$ cat config.mk
export PLATFORM = sky130hd
export DESIGN_NAME = b2s_transmitter_flat
export DESIGN_NICKNAME = d
export VERILOG_FILES = /design/src/rtl/b2s_transmitter_if.sv /design/src/rtl/b2s_transmitter.sv /design/src/flat_wrapper.sv
export SDC_FILE = /design/constraint.sdc
export NUM_CORES = 1
export LEC_CHECK = 0
export BUFFER_PORTS_ARGS = -buffer_cell sky130_fd_sc_hd__buf_2
export CAP_MARGIN = 20
export CORE_MARGIN = 2
export CORE_UTILIZATION = 50
export DETAILED_ROUTE_END_ITERATION = 10
export GPL_TIMING_DRIVEN = 0
export PLACE_DENSITY = 0.82
export REMOVE_ABC_BUFFERS = 1
export SLEW_MARGIN = 20
export SYNTH_ARGS = -nofsm -noshare
export SYNTH_HDL_FRONTEND = slang
export SYNTH_SLANG_ARGS = --single-unit
$ cat constraint.sdc
create_clock -name clk -period 4.2 [get_ports clk]
set_clock_uncertainty 0.2 [all_clocks]
set_input_delay 0 -clock clk [delete_from_list [all_inputs] [get_ports clk]]
set_output_delay 0 -clock clk [all_outputs]
set_load 0.03 [all_outputs]
$ cat src/rtl/b2s_transmitter_if.sv
// Request/line bundle between a frame source and the b2s transmitter.
// The master side owns the parallel word and the start request; the slave
// side (the transmitter) owns the handshake status and the serial line.
interface b2s_transmitter_if #(
  parameter int WIDTH = 64
);
  logic [WIDTH-1:0] din;
  logic             start;
  logic             ready;
  logic             busy;
  logic             done;
  logic             b2s_dout;

  modport master (
    output din,
    output start,
    input  ready,
    input  busy,
    input  done,
    input  b2s_dout
  );

  modport slave (
    input  din,
    input  start,
    output ready,
    output busy,
    output done,
    output b2s_dout
  );
endinterface

$ cat src/rtl/b2s_transmitter.sv
// Pulse-width-coded serialiser. A frame is a start low pulse, a high gap,
// then one low pulse per data bit (short = 1, long = 0, LSB first) each
// followed by a high gap, then an idle-high frame gap before done.
// The line idles high and is driven straight from a flop.
module b2s_transmitter #(
  parameter int WIDTH     = 64,
  parameter int START_LOW = 240,
  parameter int ONE_LOW   = 16,
  parameter int ZERO_LOW  = 96,
  parameter int HIGH_TIME = 32,
  parameter int FRAME_GAP = 64
) (
  input  logic               clk,
  input  logic               rst,
  b2s_transmitter_if.slave   bus
);

  // Longest interval the cycle counter must hold.
  localparam int MAX_A   = (START_LOW > ZERO_LOW) ? START_LOW : ZERO_LOW;
  localparam int MAX_B   = (ONE_LOW > HIGH_TIME) ? ONE_LOW : HIGH_TIME;
  localparam int MAX_AB  = (MAX_A > MAX_B) ? MAX_A : MAX_B;
  localparam int MAX_LEN = (MAX_AB > FRAME_GAP) ? MAX_AB : FRAME_GAP;
  localparam int CNT_W   = $clog2(MAX_LEN) + 1;
  localparam int BIT_W   = $clog2(WIDTH + 1);

  localparam logic [CNT_W-1:0] CNT_ONE   = CNT_W'(1);
  localparam logic [CNT_W-1:0] LEN_START = CNT_W'(START_LOW);
  localparam logic [CNT_W-1:0] LEN_1     = CNT_W'(ONE_LOW);
  localparam logic [CNT_W-1:0] LEN_0     = CNT_W'(ZERO_LOW);
  localparam logic [CNT_W-1:0] LEN_HIGH  = CNT_W'(HIGH_TIME);
  localparam logic [CNT_W-1:0] LEN_GAP   = CNT_W'(FRAME_GAP);
  localparam logic [BIT_W-1:0] BIT_LAST  = BIT_W'(WIDTH);

  typedef enum logic [2:0] {
    IDLE,
    START_L,
    START_H,
    BIT_L,
    BIT_H,
    GAP
  } state_t;

  state_t           state_q, state_d;
  logic [CNT_W-1:0] cnt_q, cnt_d;
  logic [BIT_W-1:0] bit_q, bit_d;
  logic [WIDTH-1:0] shift_q, shift_d;
  logic             dout_q, dout_d;
  logic             last_cycle;
  logic             frame_done;

  // The counter holds the remaining cycles of the current interval,
  // so the interval ends while it reads 1.
  assign last_cycle = (cnt_q == CNT_ONE);

  // Next-state, counter and shift-register updates for each interval.
  always_comb begin
    // NOTE: every target gets a default first so no path leaves it
    // unassigned, which would otherwise infer a latch.
    state_d = state_q;
    cnt_d   = cnt_q;
    bit_d   = bit_q;
    shift_d = shift_q;

    case (state_q)
      IDLE: begin
        if (bus.start) begin
          shift_d = bus.din;
          bit_d   = '0;
          cnt_d   = LEN_START;
          state_d = START_L;
        end
      end

      START_L: begin
        if (last_cycle) begin
          cnt_d   = LEN_HIGH;
          state_d = START_H;
        end else begin
          cnt_d = cnt_q - CNT_ONE;
        end
      end

      START_H: begin
        if (last_cycle) begin
          // Pulse length for the first bit is fixed on entry to BIT_L.
          cnt_d   = shift_q[0] ? LEN_1 : LEN_0;
          state_d = BIT_L;
        end else begin
          cnt_d = cnt_q - CNT_ONE;
        end
      end

      BIT_L: begin
        if (last_cycle) begin
          cnt_d   = LEN_HIGH;
          state_d = BIT_H;
        end else begin
          cnt_d = cnt_q - CNT_ONE;
        end
      end

      BIT_H: begin
        if (last_cycle) begin
          shift_d = shift_q >> 1;
          bit_d   = bit_q + BIT_W'(1);
          if (bit_d == BIT_LAST) begin
            cnt_d   = LEN_GAP;
            state_d = GAP;
          end else begin
            // The next bit is already in position 0 after the shift.
            cnt_d   = shift_d[0] ? LEN_1 : LEN_0;
            state_d = BIT_L;
          end
        end else begin
          cnt_d = cnt_q - CNT_ONE;
        end
      end

      GAP: begin
        if (last_cycle) begin
          cnt_d   = '0;
          state_d = IDLE;
        end else begin
          cnt_d = cnt_q - CNT_ONE;
        end
      end

      default: begin
        cnt_d   = '0;
        state_d = IDLE;
      end
    endcase
  end

  // The line is low exactly while the next state is a low-pulse state;
  // registering this keeps the line aligned with the state register.
  always_comb begin
    dout_d = !((state_d == START_L) || (state_d == BIT_L));
  end

  // State, counters, shift register and the registered line.
  always_ff @(posedge clk) begin
    if (rst) begin
      // NOTE: the shift register is a plain datapath register, but it is
      // cleared here too so a reset leaves no stale word behind.
      state_q <= IDLE;
      cnt_q   <= '0;
      bit_q   <= '0;
      shift_q <= '0;
      dout_q  <= 1'b1;
    end else begin
      // NOTE: non-blocking assignments so every flop samples the values
      // from before this edge, independent of statement order.
      state_q <= state_d;
      cnt_q   <= cnt_d;
      bit_q   <= bit_d;
      shift_q <= shift_d;
      dout_q  <= dout_d;
    end
  end

  // done marks the last frame-gap cycle; the handshake reopens there too,
  // but a start seen in that cycle meets a non-IDLE state and is dropped.
  assign frame_done   = (state_q == GAP) && last_cycle;
  assign bus.done     = frame_done;
  assign bus.ready    = (state_q == IDLE) || frame_done;
  assign bus.busy     = !((state_q == IDLE) || frame_done);
  assign bus.b2s_dout = dout_q;

endmodule

$ cat src/flat_wrapper.sv
// flat-port wrapper written by rule: the top's interface ports become plain ports
module b2s_transmitter_flat 
#(
  parameter int WIDTH     = 64,
  parameter int START_LOW = 240,
  parameter int ONE_LOW   = 16,
  parameter int ZERO_LOW  = 96,
  parameter int HIGH_TIME = 32,
  parameter int FRAME_GAP = 64
)
  (clk, rst, bus_din, bus_start, bus_ready, bus_busy, bus_done, bus_b2s_dout);
  b2s_transmitter_if #(.WIDTH(WIDTH)) bus_i ();
  input  logic clk;
  input  logic rst;
  input wire logic [$bits(bus_i.din)-1:0] bus_din;
  input wire logic [$bits(bus_i.start)-1:0] bus_start;
  output wire logic [$bits(bus_i.ready)-1:0] bus_ready;
  output wire logic [$bits(bus_i.busy)-1:0] bus_busy;
  output wire logic [$bits(bus_i.done)-1:0] bus_done;
  output wire logic [$bits(bus_i.b2s_dout)-1:0] bus_b2s_dout;
  assign bus_i.din = bus_din;
  assign bus_i.start = bus_start;
  assign bus_ready = bus_i.ready;
  assign bus_busy = bus_i.busy;
  assign bus_done = bus_i.done;
  assign bus_b2s_dout = bus_i.b2s_dout;
  b2s_transmitter #(.WIDTH(WIDTH), .START_LOW(START_LOW), .ONE_LOW(ONE_LOW), .ZERO_LOW(ZERO_LOW), .HIGH_TIME(HIGH_TIME), .FRAME_GAP(FRAME_GAP)) u_core (.clk(clk), .rst(rst), .bus(bus_i));
endmodule
==> results.ini <==
[critical_path]
r2r_start = u_core.state_q[2]$_SDFF_PP0_
r2r-end = u_core.shift_q[32]$_SDFFE_PP0P_
required_ns = 4.24
endpoint_kind = flop
crit_fanout = 67
reg2reg_setup_slack_ns = 1.18
crit_type = reg2reg
cp.arrival_ns = 3.05
reg2reg_depth = 6
crit_path_start_kind = flop

[finish]
drive_gt1_share_pct = 16.4
fin_nets = 705
seq_area_sq_mm = 0.00168
multiInputGateArea_sq_mm = 0.00215
area_growth_pct = 33.0
fillers = 567
final_cells = 742
num_antenna_cells = 0
fin_area_sq_mm = 0.00533

[clock_tree]
cts_resized = 0
clock_path_buffers = 2
clkSinkCount = 84
cts_setup_buffers = 0
cts_buffers = 9
tritoncts = yes
clk_latency_ns = 0.35
holdBufCountCts = 67
clk_pin_slew_worst_paths_ns = 0.08
htreeDepth = 3
cts-root-buf = clkbuf_8

[floorplan]
die_w_um = 93.5
die-area_sq_mm = 0.00874
start_util_pct = 51.8
rows = 32
die_height_um = 93.5
ios = 71
core_sq_mm = 0.00773

[synth]
synth_top_area_share_pct = 42.0
synth_flop_cell = dfxtp_1
ys_seq_area_share_pct = 42.0
synthAdderAreaFrac_pct = 0.937
synth_xor_area_share_pct = 0.875
async_flop_share_pct = 0
ys_types = 54
syn-cell-area_sq_mm = 0.00401
syn_avg_cell_area_sq_um = 7.69
synthMuxAreaShare_pct = 0.281
synth_top_family_by_area = simple AND/OR/NAND/NOR gates
synth_edf_count = 0
syn_inst = 521
synth-seq-cells = 84
yosysTopAreaCell = dfxtp_1
synthTopCellsByArea = dfxtp_1 (42%), a311oi_1 (14%), nand2_1 (13%), nor2_1 (8.0%), clkbuf_1 (2.4%)
synth_warnings = 0
synth_compound_area_share_pct = 23.0
synthSimpleGateAreaFrac_pct = 28.2

[placement]
dp_slack_ns = 1.35
gp_congestion = 0.936
place_inst = 659
place_area_sq_mm = 0.00441
dp_hpwl_um = 6020
io_buffer_count = 70

[sta]
timing.final.ws_setup_ns = 1.18
slew_viol_final = 0
finalHoldViolCount = 0
period_minus_slack_ns = 3.02
worstMarginPinSlew_ns = 0.862
setup_violations = 0
period_share_pct = 71.8
relSlewSlack_pct = 42.5
max_freq_ghz = 0.331
setup-tns-final_ns = 0
grt_setup_unrepaired = false

[detailed_routing]
drt_iter0_drc = 435
drc_errors = 0
vias = 4299
first_pass_iters = 5
wl_per_cell_um = 14.9
ant_nets = 0
viasPerCell = 5.79
routed_wirelength_um = 11000

[hold_path]
hp-class = in2reg
worstHoldStart = rst
worstHoldEndpoint = u_core.bit_q[0]$_SDFFE_PP0P_
whs_path_depth = 2

[global_route]
grt_pass1_wl_um = 18700
grt_antenna_before_repair = 0
grt_max_degree = 84
grt_usage_pct = 26.4
first_global_vias = 4084
gr-total-overflow = 0

[pwr]
combPwrFrac_pct = 16.8
clock_power_share_pct = 36.1
vdd_drop_max_uv = 203
switchingPower_uw = 514
p_seq_share_pct = 47.0
internal_power_mw = 1.43
power_density_mw_per_mm2 = 366
leakage_nw = 2.12
swShare_pct = 26.4

[run_status]
status = finished clean

[flow_run]
drv_cap = 0

logic make-up (layout without fill, tap and decap cells):
logic type,count (synthesis),after routing
XOR/XNOR,4,4
adder cells (fa/ha/maj),3,3
flip-flops,84,84
AO/OA/AOI/OAI,119,119
multiplexers,1,1
buffers and inverters,47,166
AND/OR/NAND/NOR,263,263
state kept, by name, summed over array words and instances (netlist names):
name and count:
u_core.shift_q 64, u_core.cnt_q 9, u_core.bit_q 7, u_core.state_q 3, u_core.bus.b2s_dout 1
per-layer routing:
layer / GRT usage, % / routed length (um) / vias to the layer above
li1: - / - / 2092
met1: 33.5 / 4660 / 1989
met5: 0 / 0 / -
met3: 3.46 / 614 / 32
met2: 44.5 / 5480 / 186
met4: 12.3 / 293 / 0
power by group through the flow:
stage               Combinational [mW]  Sequential (mW)  Clock [mW]
finish                           0.328            0.916       0.704
global route                     0.366            0.923       0.741
CTS                              0.318            0.913       0.709
detailed placement               0.269            0.930           0
global placement                 0.260            0.926           0
floorplan                        0.185            0.920           0
critical path: stages (launching register included):
cell and delay [ns]:
dfxtp_1 0.68, nor3b_2 0.42, nand3_2 0.24, nand2_4 0.56
buf_12 0.34, nor2_1 0.10, a311oi_1 0.34
placed cells by master (no fill, tap or decap), drive strengths merged, types with 3 or more instances in the layout:
cell and n:
nand2 139, nor2 85, dfxtp 84, buf 77, dlygate4sd3 67, a311oi 65, a21oi 15, o21ai 11
clkbuf 10, nor3 9, nand3 7, inv 6, a31oi 5, nor4 4, a211oi 3, xnor2 3
ha 3, bufinv 3
layout make-up:
type	instances	share of cell area [%]
Tap cell	102	2.40
Clock buffer	10	2.58
Inverter	6	0.423
Timing Repair Buffer	144	20.7
Clock inverter	6	2.09
Multi-Input combinational cell	390	40.3
Sequential cell	84	31.6
through the flow:
stage               hold slack, ns  utilization, %  power [mW]
global route                0.0605            68.9        2.03
finish                      0.0407            68.9        1.95
detailed placement          0.0734            57.0        1.20
CTS                         0.0178            68.9        1.94
floorplan                   -0.131               -        1.11
global placement            0.0692            55.8        1.19
cells in the mapped netlist (2+ instances only):
cell type	count
nand4_1	2
nand2b_1	2
a211oi_1	3
o211ai_1	2
xnor2_1	3
o21ai_0	10
a21oi_1	15
nand3_1	6
ha_1	3
nor2_1	85
a22oi_1	2
a2bb2oi_1	2
inv_1	6
nand2_1	138
a31oi_1	5
buf_2	11
dfxtp_1	84
nor3b_1	2
nor3_1	8
buf_1	4
a311oi_1	65
a21boi_0	2
nand3b_1	2
clkbuf_1	26
o31ai_1	2
nor4_1	3
worst max path at each step:
stage                                 startpoint                               to  slack [ns]
finish              u_core.state_q[2]$_SDFF_PP0_  u_core.shift_q[32]$_SDFFE_PP0P_        1.18
detailed placement  u_core.state_q[1]$_SDFF_PP0_  u_core.shift_q[25]$_SDFFE_PP0P_        1.35
floorplan           u_core.state_q[2]$_SDFF_PP0_  u_core.shift_q[10]$_SDFFE_PP0P_       -2.25
global placement    u_core.state_q[2]$_SDFF_PP0_   u_core.shift_q[4]$_SDFFE_PP0P_       -5.04
global route        u_core.state_q[1]$_SDFF_PP0_  u_core.shift_q[32]$_SDFFE_PP0P_        0.89
CTS                 u_core.state_q[1]$_SDFF_PP0_  u_core.shift_q[63]$_SDFFE_PP0P_        1.26
No activity file was read; power rests on OpenSTA's default activity.
